[src/rtl/hazard_ctrl_if.sv]
// Handshake bundle between the pipeline stage registers and hazard_ctrl.
// master = pipeline side (drives RR/EX/MEM status), slave = controller side.
interface hazard_ctrl_if;
    logic       rr_valid;
    logic [6:0] rr_opcode;
    logic [4:0] rr_rs1;
    logic [4:0] rr_rs2;
    logic [4:0] rr_rd;
    logic       ex_redirect;
    logic       mem_busy;
    logic       pc_stall;
    logic       rr_stall;
    logic       ex_bubble;
    logic       flush;

    modport master (
        output rr_valid, rr_opcode, rr_rs1, rr_rs2, rr_rd, ex_redirect, mem_busy,
        input  pc_stall, rr_stall, ex_bubble, flush
    );

    modport slave (
        input  rr_valid, rr_opcode, rr_rs1, rr_rs2, rr_rd, ex_redirect, mem_busy,
        output pc_stall, rr_stall, ex_bubble, flush
    );
endinterface

[src/rtl/hazard_ctrl.sv]
// Pipeline hazard/redirect controller: EX/MEM/WB destination scoreboard, RAW stalls, flush sequencing.
// Optional macro FORWARD_EN: only load-use against the EX slot stalls (MEM/WB are forwarded).
module hazard_ctrl #(
    parameter int unsigned FLUSH_EXTRA = 1
) (
    input  logic         clock,
    input  logic         reset_n,
    hazard_ctrl_if.slave bus
);
`ifdef FORWARD_EN
    localparam bit FWD = 1'b1;
`else
    localparam bit FWD = 1'b0;
`endif

    localparam logic [6:0] OPC_LOAD   = 7'b0000011;
    localparam logic [6:0] OPC_OP_IMM = 7'b0010011;
    localparam logic [6:0] OPC_AUIPC  = 7'b0010111;
    localparam logic [6:0] OPC_STORE  = 7'b0100011;
    localparam logic [6:0] OPC_OP     = 7'b0110011;
    localparam logic [6:0] OPC_LUI    = 7'b0110111;
    localparam logic [6:0] OPC_BRANCH = 7'b1100011;
    localparam logic [6:0] OPC_JALR   = 7'b1100111;
    localparam logic [6:0] OPC_JAL    = 7'b1101111;

    typedef enum logic {RUN = 1'b0, FLUSH = 1'b1} state_t;

    typedef struct packed {
        logic       valid;
        logic [4:0] rd;
        logic       load;
    } slot_t;

    state_t      state_reg, state_next;
    logic [2:0]  cnt_reg, cnt_next;
    logic        pend_reg, pend_next;
    slot_t [2:0] slot_reg;          // [0]=EX, [1]=MEM, [2]=WB
    slot_t       rr_slot;

    logic        uses_rs1, uses_rs2, writes_rd, is_load;
    logic        need_rs1, need_rs2;
    logic [2:0]  block;
    logic        hazard, redirect, issue;

    always_comb begin
        uses_rs1  = 1'b0;
        uses_rs2  = 1'b0;
        writes_rd = 1'b0;
        is_load   = 1'b0;
        case (bus.rr_opcode)
            OPC_OP: begin
                uses_rs1  = 1'b1;
                uses_rs2  = 1'b1;
                writes_rd = 1'b1;
            end
            OPC_BRANCH, OPC_STORE: begin
                uses_rs1 = 1'b1;
                uses_rs2 = 1'b1;
            end
            OPC_OP_IMM, OPC_JALR: begin
                uses_rs1  = 1'b1;
                writes_rd = 1'b1;
            end
            OPC_LOAD: begin
                uses_rs1  = 1'b1;
                writes_rd = 1'b1;
                is_load   = 1'b1;
            end
            OPC_LUI, OPC_AUIPC, OPC_JAL: writes_rd = 1'b1;
            default: ;
        endcase
    end

    // x0 is hardwired, so reading it can never depend on an older write
    assign need_rs1 = uses_rs1 & (bus.rr_rs1 != 5'd0);
    assign need_rs2 = uses_rs2 & (bus.rr_rs2 != 5'd0);

    for (genvar gi = 0; gi < 3; gi++) begin : g_cmp
        assign block[gi] = slot_reg[gi].valid
                         & ((need_rs1 & (bus.rr_rs1 == slot_reg[gi].rd))
                          | (need_rs2 & (bus.rr_rs2 == slot_reg[gi].rd)))
                         & (!FWD || ((gi == 0) && slot_reg[gi].load));
    end

    assign hazard   = bus.rr_valid & (|block);
    assign redirect = (bus.ex_redirect | pend_reg) & ~bus.mem_busy;
    assign issue    = bus.rr_valid & ~hazard & ~bus.mem_busy & (state_reg == RUN)
                    & ~bus.ex_redirect & ~pend_reg;

    always_comb begin
        rr_slot = '0;
        if (issue) begin
            rr_slot.valid = writes_rd & (bus.rr_rd != 5'd0);
            rr_slot.rd    = bus.rr_rd;
            rr_slot.load  = is_load;
        end
    end

    always_comb begin
        state_next = state_reg;
        cnt_next   = cnt_reg;
        pend_next  = pend_reg;
        if (bus.ex_redirect && bus.mem_busy) begin
            pend_next = 1'b1;
        end
        // A fresh redirect restarts the flush window even if one is running
        if (redirect) begin
            pend_next = 1'b0;
            if (FLUSH_EXTRA == 0) begin
                state_next = RUN;
                cnt_next   = 3'd0;
            end else begin
                state_next = FLUSH;
                cnt_next   = 3'(FLUSH_EXTRA);
            end
        end else if (state_reg == FLUSH && !bus.mem_busy) begin
            if (cnt_reg <= 3'd1) begin
                state_next = RUN;
                cnt_next   = 3'd0;
            end else begin
                cnt_next = cnt_reg - 3'd1;
            end
        end
    end

    always_ff @(posedge clock or negedge reset_n) begin
        if (!reset_n) begin
            state_reg <= RUN;
            cnt_reg   <= 3'd0;
            pend_reg  <= 1'b0;
        end else begin
            state_reg <= state_next;
            cnt_reg   <= cnt_next;
            pend_reg  <= pend_next;
        end
    end

    always_ff @(posedge clock or negedge reset_n) begin
        if (!reset_n) begin
            slot_reg <= '0;
        end else if (!bus.mem_busy) begin
            slot_reg <= {slot_reg[1], slot_reg[0], rr_slot};
        end
    end

    always_comb begin
        bus.pc_stall  = 1'b0;
        bus.rr_stall  = 1'b0;
        bus.ex_bubble = 1'b0;
        bus.flush     = 1'b0;
        if (!reset_n) begin
            bus.flush = 1'b1;
        end else if (bus.mem_busy) begin
            bus.pc_stall = 1'b1;
            bus.rr_stall = 1'b1;
        end else if (redirect || state_reg == FLUSH) begin
            bus.flush     = 1'b1;
            bus.ex_bubble = 1'b1;
        end else if (hazard) begin
            bus.pc_stall  = 1'b1;
            bus.rr_stall  = 1'b1;
            bus.ex_bubble = 1'b1;
        end else begin
            bus.ex_bubble = ~bus.rr_valid;
        end
    end
endmodule

[src/flat_wrapper.sv]
// flat-port wrapper written by rule: the top's interface ports become plain ports
module hazard_ctrl_flat 
#(
    parameter int unsigned FLUSH_EXTRA = 1
)
  (clock, reset_n, bus_rr_valid, bus_rr_opcode, bus_rr_rs1, bus_rr_rs2, bus_rr_rd, bus_ex_redirect, bus_mem_busy, bus_pc_stall, bus_rr_stall, bus_ex_bubble, bus_flush);
  hazard_ctrl_if bus_i ();
  input  logic clock;
  input  logic reset_n;
  input wire logic [$bits(bus_i.rr_valid)-1:0] bus_rr_valid;
  input wire logic [$bits(bus_i.rr_opcode)-1:0] bus_rr_opcode;
  input wire logic [$bits(bus_i.rr_rs1)-1:0] bus_rr_rs1;
  input wire logic [$bits(bus_i.rr_rs2)-1:0] bus_rr_rs2;
  input wire logic [$bits(bus_i.rr_rd)-1:0] bus_rr_rd;
  input wire logic [$bits(bus_i.ex_redirect)-1:0] bus_ex_redirect;
  input wire logic [$bits(bus_i.mem_busy)-1:0] bus_mem_busy;
  output wire logic [$bits(bus_i.pc_stall)-1:0] bus_pc_stall;
  output wire logic [$bits(bus_i.rr_stall)-1:0] bus_rr_stall;
  output wire logic [$bits(bus_i.ex_bubble)-1:0] bus_ex_bubble;
  output wire logic [$bits(bus_i.flush)-1:0] bus_flush;
  assign bus_i.rr_valid = bus_rr_valid;
  assign bus_i.rr_opcode = bus_rr_opcode;
  assign bus_i.rr_rs1 = bus_rr_rs1;
  assign bus_i.rr_rs2 = bus_rr_rs2;
  assign bus_i.rr_rd = bus_rr_rd;
  assign bus_i.ex_redirect = bus_ex_redirect;
  assign bus_i.mem_busy = bus_mem_busy;
  assign bus_pc_stall = bus_i.pc_stall;
  assign bus_rr_stall = bus_i.rr_stall;
  assign bus_ex_bubble = bus_i.ex_bubble;
  assign bus_flush = bus_i.flush;
  hazard_ctrl #(.FLUSH_EXTRA(FLUSH_EXTRA)) u_core (.clock(clock), .reset_n(reset_n), .bus(bus_i));
endmodule
[config.mk]
export PLATFORM = sky130hd
export DESIGN_NAME = hazard_ctrl_flat
export DESIGN_NICKNAME = d
export VERILOG_FILES = /design/src/rtl/hazard_ctrl_if.sv /design/src/rtl/hazard_ctrl.sv /design/src/flat_wrapper.sv
export SDC_FILE = /design/constraint.sdc
export NUM_CORES = 1
export LEC_CHECK = 0
export ABC_CLOCK_PERIOD_IN_PS = 1700
export BUFFER_PORTS_ARGS = -buffer_cell sky130_fd_sc_hd__buf_4
export CORE_MARGIN = 3
export CORE_UTILIZATION = 45
export CTS_CLUSTER_DIAMETER = 100
export CTS_CLUSTER_SIZE = 8
export DETAILED_ROUTE_END_ITERATION = 8
export PLACE_DENSITY_LB_ADDON = 0.15
export SLEW_MARGIN = 30
export SYNTH_ARGS = -nofsm -noshare
export SYNTH_HDL_FRONTEND = slang
export SYNTH_SLANG_ARGS = --single-unit
[constraint.sdc]
create_clock -name clock -period 1.7 [get_ports clock]
set_input_delay 0.34 -clock clock [delete_from_list [all_inputs] [get_ports clock]]
set_output_delay 0.34 -clock clock [all_outputs]
set_load 0.02 [all_outputs]
==> impl_metrics.tcl, run 1 <==
set metrics [dict create \
    ctsRootBufferMaster "clkbuf_4" \
    die_x_um 63.7 \
    cp.required_ps 1360 \
    wl_per_cell_um 15.3 \
    synth_top_cells_by_count "xor2_1 (24), dfrtp_1 (23), o21ai_0 (13)" \
    r2r-start "u_core.slot_reg[17]" \
    fin_crit_sh_pct 144 \
    grt_max_degree 23 \
    place_hpwl_mm 3.00 \
    synth_top_area_cell "dfrtp_1" \
    tightest_slew_ps 512 \
    hold_class "input port to asynchronous set/reset pin" \
    overflow 0 \
    grt_pass1_vias 1335 \
    antenna_found_initial 0 \
    fp-row-count 20 \
    synth_edf_count 0 \
    synth.avg_cell_area_sq_um 10.2 \
    path_class "register to output port" \
    port_buffers 30 \
    layout-drive-gt1-share_pct 42.4 \
    fin_nets 233 \
    setup_slack_ps -740 \
    cts.sinks 23 \
    skew_ps 4.77 \
    insertion_delay_ps 310 \
    violations "setup timing" \
    crit_fanout 3 \
    drt_first_iter_violations 47 \
    syn-num-nets 176 \
    rsz0062_at_grt "yes" \
    ir_drop_v 0.000346 \
    setup_viol 9 \
    synth.area.top_cells "dfrtp_1 (38%), xor2_1 (14%), mux2_2 (9.0%)" \
    grt_pass1_wl_mm 6.06 \
    drt_drc_violations_left 0 \
    crit_start "u_core.slot_reg[10]" \
    worst_hold_slack_ps 9.99 \
    yosysUniqueCellTypes 36 \
    cts_tree "yes" \
    cp-start-kind "register" \
    cts.path.max_buffers 2 \
    dieArea_sq_um 4060 \
    cts_inserted_buffers 3 \
    die_h_um 63.7 \
    drt_pass1_iterations 4 \
    maxCapViolations 0 \
    viasPerCell 5.38 \
    core_area_sq_um 3130 \
    yosysMostFrequentCell "xor2_1" \
    post-route-util_pct 65.8 \
    synth_seq_area_share_pct 38.4 \
    start_util_pct 48.0 \
    finalHoldViolations 0 \
    powerDensity_nw_per_um2 581 \
    yosysTopAreaCellShare_pct 38.4 \
    synthCells 147 \
    io_pins 31 \
    critPathCaptureType "output port" \
    drt-total-wl_mm 3.79 \
    clk_pin_slew_ps 130 \
    p_leak_nw 0.991 \
    yosys_warnings 0 \
    ys_ff_latch 23 \
    fmax_mhz 410 \
    synthesis.area_sq_um 1500 \
    n_antenna_cell 0 \
    finalMaxSlewViolations 0 \
    syn_to_final_growth_pct 37.3 \
    post-place-ws_ps -453 \
    largest_reg_flops 18 \
    h-tree-depth 1 \
    critPathArrivalTime_ps 2100 \
    track_usage_pct 19.4 \
    vias 1328 \
    async_reset_ff_share_pct 100 \
    synth_top_flop_cell "dfrtp_1" \
    max_slew_margin_pct 65.8 \
    ant_nets 0 \
    status "complete, but fails checks" \
    finalCriticalPeriod_ps 2440 \
    gp_congestion 0.874 \
]
[critical path: stages (launching register included)]
cell and delay (ps):
dfrtp_1 440, xor2_1 170, nor4_2 370, and3_1 230, nor3_2 60, o21a_1 200, o21ai_4 150, buf_4 160
[cell families after synthesis]
| kind of cell | synth area share, % |
|---|---|
| simple gates | 18.1 |
| flops | 38.4 |
| fa+ha+maj | 1.67 |
| xor+xnor | 17.5 |
| mux | 9.01 |
| buf+inv | 2.00 |
| compound gates | 13.3 |
[through the flow]
| step | instances | total power, mW | setup TNS [ps] | cell area (sq um) |
|---|---|---|---|---|
| after floorplan | 147 | 0.755 | -446 | 1520 |
| after global placement | 240 | 0.907 | -1960 | 1950 |
| after detailed placement | 240 | 0.918 | -2380 | 1950 |
| after CTS | 245 | 1.19 | -2530 | 2020 |
| after global routing | 247 | 1.27 | -3490 | 2060 |
| final | 247 | 1.20 | -2960 | 2060 |
[path summary, 6_finish.rpt]
check / to / slack (ps) / cells after the start
min in group clock: u_core.slot_reg[1] / 270 / 3
max reg2reg: u_core.slot_reg[6] / -160 / 7
min: u_core.slot_reg[5] / 10 / 2
max: bus_pc_stall / -740 / 7
max in group asynchronous: u_core.state_reg / 780 / 2
min reg2reg: u_core.cnt_reg[2] / 510 / 1
[layout by cell type (no fill, tap or decap), types with 3 or more instances in the layout]
cell type	count
buf_4	52
xor2_1	23
dfrtp_1	23
mux2_2	12
o21ai_0	11
nand2_1	9
xnor2_1	6
and3_1	6
nand2b_1	6
nor2_1	5
nor4_2	4
buf_6	4
clkbuf_4	3
[where the power goes]
part,switching [mW],leakage [nW],internal (mW)
logic,0.162,0.662,0.172
registers,0.0290,0.312,0.574
clock network,0.172,0.0177,0.0880
[timing repair]
action | in CTS | in global routing
pin swaps | 7 | 1
setup buffers | 0 | 2
resized for setup | 5 | 7
hold buffers | 1 | 0
endpoints found under the hold margin | 10 | 0
setup endpoints to repair | 9 | 10
[routing by layer]
layer	track usage (%)	wire (um)	up-vias
met5	0	0	-
met4	8.36	69	0
met3	4.04	178	9
met2	32.9	1860	36
met1	23.7	1680	644
li1	-	-	639
[final cells by class]
class | count | area (sq um)
Clock inverter | 1 | 5.00
Fill cell | 264 | 1070
Multi-Input combinational cell | 117 | 948
Inverter | 2 | 7.51
Timing Repair Buffer | 57 | 445
Tap cell | 44 | 55.1
Clock buffer | 3 | 22.5
Sequential cell | 23 | 576
Note: power is estimated with default switching activity, not from simulation.
==> run 2: changes to the inputs <==
- ABC_CLOCK_PERIOD_IN_PS: 1700 -> 2900
- clock period: 1.7 -> 2.9 ns (I/O delays scaled with it)
==> impl_metrics.tcl, run 2 (synthesized netlist as in run 1, its figures left out) <==
set metrics [dict create \
    ir_drop_v 0.000168 \
    track_usage_pct 17.0 \
    power_mw 0.653 \
    r2r_slack_ps 1130 \
    clk_pin_slew_ps 130 \
    critical-path-slowest-cell "dfrtp_1" \
    drt-total-wl_mm 3.26 \
    start_util_pct 48.0 \
    syn_to_final_growth_pct 19.5 \
    critPathCaptureType "output port" \
    p_leak_nw 0.848 \
    drt_drc_violations_left 0 \
    worstRegToRegCells 6 \
    die_h_um 63.7 \
    cp.required_ps 2320 \
    layout-drive-gt1-share_pct 29.4 \
    n_antenna_cell 0 \
    postCtsResizedCells 0 \
    viasPerCell 5.38 \
    layout_common_cells "buf_4 (31), xor2_1 (24), dfrtp_1 (23)" \
    tightest_slew_ps 342 \
    dieArea_sq_um 4060 \
    gp_congestion 0.829 \
    grt_max_degree 36 \
    skew_ps 4.33 \
    cpPeakStageDelay_ps 440 \
    port_buffers 30 \
    finalCriticalPeriod_ps 2740 \
    tns_ps 0 \
    pwr-share-seq_pct 54.6 \
    grt_pass1_vias 1233 \
    max_slew_margin_pct 77.2 \
    cts.path.max_buffers 2 \
    critPathArrivalTime_ps 2160 \
    wl_per_cell_um 14.7 \
    finalHoldViolations 0 \
    drt_first_iter_violations 46 \
    maxCapViolations 0 \
    status "finished, final reports clean" \
    worst_hold_slack_ps 152 \
    path_class "register to output port" \
    cp_cell_sequence "xor2_1 -> nor4_1 -> and3_1 -> nor3_2 -> o21a_1 -> o21ai_0 -> buf_4" \
    crit_fanout 3 \
    fp-row-count 20 \
    cp_top_family "simple AND/OR/NAND/NOR gates" \
    die_x_um 63.7 \
    fmax_mhz 365 \
    fin_nets 207 \
    power.switching_mw 0.190 \
    place_hpwl_mm 2.53 \
    antenna_found_initial 0 \
    pwr-share-comb_pct 23.0 \
    r2r-start "u_core.slot_reg[17]" \
    largest_reg_flops 18 \
    cts.sinks 23 \
    grt_pass1_wl_mm 5.53 \
    setup_viol 0 \
    crit_start "u_core.slot_reg[17]" \
    cp-start-kind "register" \
    internal-power_mw 0.463 \
    ctsRootBufferMaster "clkbuf_4" \
    drt_pass1_iterations 4 \
    core_area_sq_um 3130 \
    rsz0062_at_grt "no" \
    final_common_cell "buf_4" \
    vias 1188 \
    fin_crit_sh_pct 94.5 \
    powerDensity_nw_per_um2 364 \
    cts_tree "yes" \
    cts_setup_buffers 0 \
    insertion_delay_ps 300 \
    hold_class "input port to asynchronous set/reset pin" \
    switching_share_pct 29.1 \
    finalMaxSlewViolations 0 \
    overflow 0 \
    cts_inserted_buffers 3 \
    cts_hold_buffers 0 \
    ant_nets 0 \
    io_pins 31 \
    reg2reg_to "u_core.slot_reg[2]" \
    power.share.clock_pct 22.5 \
    crit_buf_inv 1 \
    h-tree-depth 1 \
]
-- run 2: how the worst max path moves through the flow --
| stage | to | cells after the start |
|---|---|---|
| final | bus_rr_stall | 7 |
| after global routing | bus_rr_stall | 7 |
| after CTS | bus_pc_stall | 7 |
| after detailed placement | bus_ex_bubble | 8 |
| after global placement | bus_ex_bubble | 6 |
| after floorplan | bus_rr_stall | 7 |
-- run 2: power groups by stage --
stage	Combinational [mW]	Sequential [mW]	Clock, mW
after CTS	0.152	0.356	0.153
after global placement	0.146	0.362	0
after detailed placement	0.151	0.363	0
final	0.150	0.356	0.147
after global routing	0.168	0.359	0.169
after floorplan	0.0834	0.357	0
-- run 2: layer usage --
layer | up-vias | track usage, % | wire length (um) | part of all wire (%)
met1 | 574 | 21.8 | 1520 | 46
met3 | 2 | 2.11 | 143 | 4.4
met2 | 29 | 30.0 | 1580 | 48
li1 | 583 | - | - | -
met5 | - | 0 | 0 | 0
met4 | 0 | 4.85 | 21 | 0.64
-- run 2: stage by stage --
stage / setup slack, ps / util (%) / cell area, sq um / instances
finish: 161 / 57.3 / 1790 / 221
floorplan: 144 / - / 1500 / 147
global route: 35.9 / 57.3 / 1790 / 221
detailed placement: 199 / 56.4 / 1770 / 217
global placement: 246 / 56.4 / 1770 / 217
CTS: 141 / 57.3 / 1790 / 221
-- run 2: area by class of cell --
type,count,area [sq um]
clock inverters,1,5.00
repair buffers,31,233
inverters,2,7.51
fillers,296,1340
clock buffers,3,22.5
well taps,44,55.1
flip-flops and latches,23,576
multi-input cells,117,895
==> run 3: changes to the inputs <==
- RECOVER_POWER: unset -> 100
==> impl_metrics.tcl, run 3 (synthesized netlist as in run 1, its figures left out) <==
set metrics [dict create \
    critPathArrivalTime_ps 2160 \
    cts_tree "yes" \
    final_common_cell "buf_4" \
    fp-row-count 20 \
    max_slew_margin_pct 77.3 \
    io_pins 31 \
    p_leak_nw 0.844 \
    core_area_sq_um 3130 \
    post-place-cells 217 \
    ant_nets 0 \
    critPathCaptureType "output port" \
    place_hpwl_mm 2.53 \
    post-route-util_pct 57.2 \
    postCtsResizedCells 0 \
    setup_slack_ps 159 \
    cpPeakStageDelay_ps 440 \
    hold_class "input port to asynchronous set/reset pin" \
    fmax_mhz 365 \
    gp_congestion 0.829 \
    placed_area_sq_um 1770 \
    cts_setup_buffers 0 \
    ctsRootBufferMaster "clkbuf_4" \
    overflow 0 \
    cts.sinks 23 \
    track_usage_pct 17.0 \
    ir_drop_v 0.000168 \
    path_class "register to output port" \
    layout-drive-gt1-share_pct 28.8 \
    final_cells 221 \
    grt_max_degree 36 \
    finalCriticalPeriod_ps 2740 \
    viasPerCell 5.38 \
    maxCapViolations 0 \
    drt-total-wl_mm 3.26 \
    clk_pin_slew_ps 130 \
    cts_inserted_buffers 3 \
    die_x_um 63.7 \
    final_area_sq_um 1790 \
    start_util_pct 48.0 \
    grt_pass1_wl_mm 5.53 \
    largest_reg_flops 18 \
    cp-start-kind "register" \
    tns_ps 0 \
    n_antenna_cell 0 \
    h-tree-depth 1 \
    dieArea_sq_um 4060 \
    wl_per_cell_um 14.8 \
    finalHoldViolations 0 \
    port_buffers 30 \
    post-place-ws_ps 199 \
    die_h_um 63.7 \
    drt_first_iter_violations 40 \
    status "finished, final reports clean" \
    cp.required_ps 2320 \
    antenna_found_initial 0 \
    finalMaxSlewViolations 0 \
    powerDensity_nw_per_um2 364 \
    critical-path-slowest-cell "dfrtp_1" \
    insertion_delay_ps 300 \
    fin_crit_sh_pct 94.5 \
    cts.path.max_buffers 2 \
    crit_fanout 3 \
    drt_drc_violations_left 0 \
    grt_pass1_vias 1233 \
    cts_hold_buffers 0 \
    drt_pass1_iterations 4 \
    syn_to_final_growth_pct 19.3 \
    setup_viol 0 \
    cp_cell_sequence "xor2_1 -> nor4_1 -> and3_1 -> nor3_2 -> o21a_1 -> o21ai_0 -> buf_4" \
    n_fill_cell 298 \
    vias 1189 \
    fin_nets 207 \
    layout_common_cells "buf_4 (30), xor2_1 (24), dfrtp_1 (23)" \
    r2r_slack_ps 1130 \
    tightest_slew_ps 341 \
    skew_ps 4.36 \
    rsz0062_at_grt "no" \
]
[run 3: worst paths after layout]
check,depth (start not counted),from,to
setup / recovery,7,u_core.slot_reg[17],bus_rr_stall
hold / removal,1,reset_n,u_core.slot_reg[20]
setup reg to reg,6,u_core.slot_reg[17],u_core.slot_reg[2]
hold reg to reg,1,u_core.cnt_reg[2],u_core.cnt_reg[2]
max in group asynchronous,1,reset_n,u_core.state_reg
min in group clock,1,u_core.cnt_reg[2],u_core.cnt_reg[2]
[run 3: area by class of cell]
type | instances | area, sq um | area share (%)
Multi-Input combinational cell | 117 | 895 | 50.0
Sequential cell | 23 | 576 | 32.2
Clock buffer | 3 | 22.5 | 1.26
Tap cell | 44 | 55.1 | 3.08
Clock inverter | 1 | 5.00 | 0.280
Timing Repair Buffer | 31 | 229 | 12.8
Inverter | 2 | 7.51 | 0.420
[run 3: per-layer routing]
layer	routed length (um)	track usage (%)
met1	1510	21.8
met2	1580	30.0
met3	143	2.11
met4	21	4.85
met5	0	0
[run 3: through the flow]
step | power [mW] | hold WS, ps
after CTS | 0.661 | 156
after floorplan | 0.441 | 284
after global placement | 0.507 | 472
after global routing | 0.695 | 155
after detailed placement | 0.513 | 490
final | 0.652 | 152
[run 3: worst max-delay path, delay by kind of cell (launching register included)]
family	cells	cell delay (ps)
flops	1	440
compound gates	2	430
buf+inv	1	190
xor+xnor	1	150
simple gates	3	660
[run 3: report_power, final]
group | switching, mW | leakage [nW] | total, mW | internal, mW
Sequential | 0.0198 | 0.312 | 0.356 | 0.337
Clock | 0.0953 | 0.0177 | 0.147 | 0.0514
Combinational | 0.0751 | 0.515 | 0.149 | 0.0738
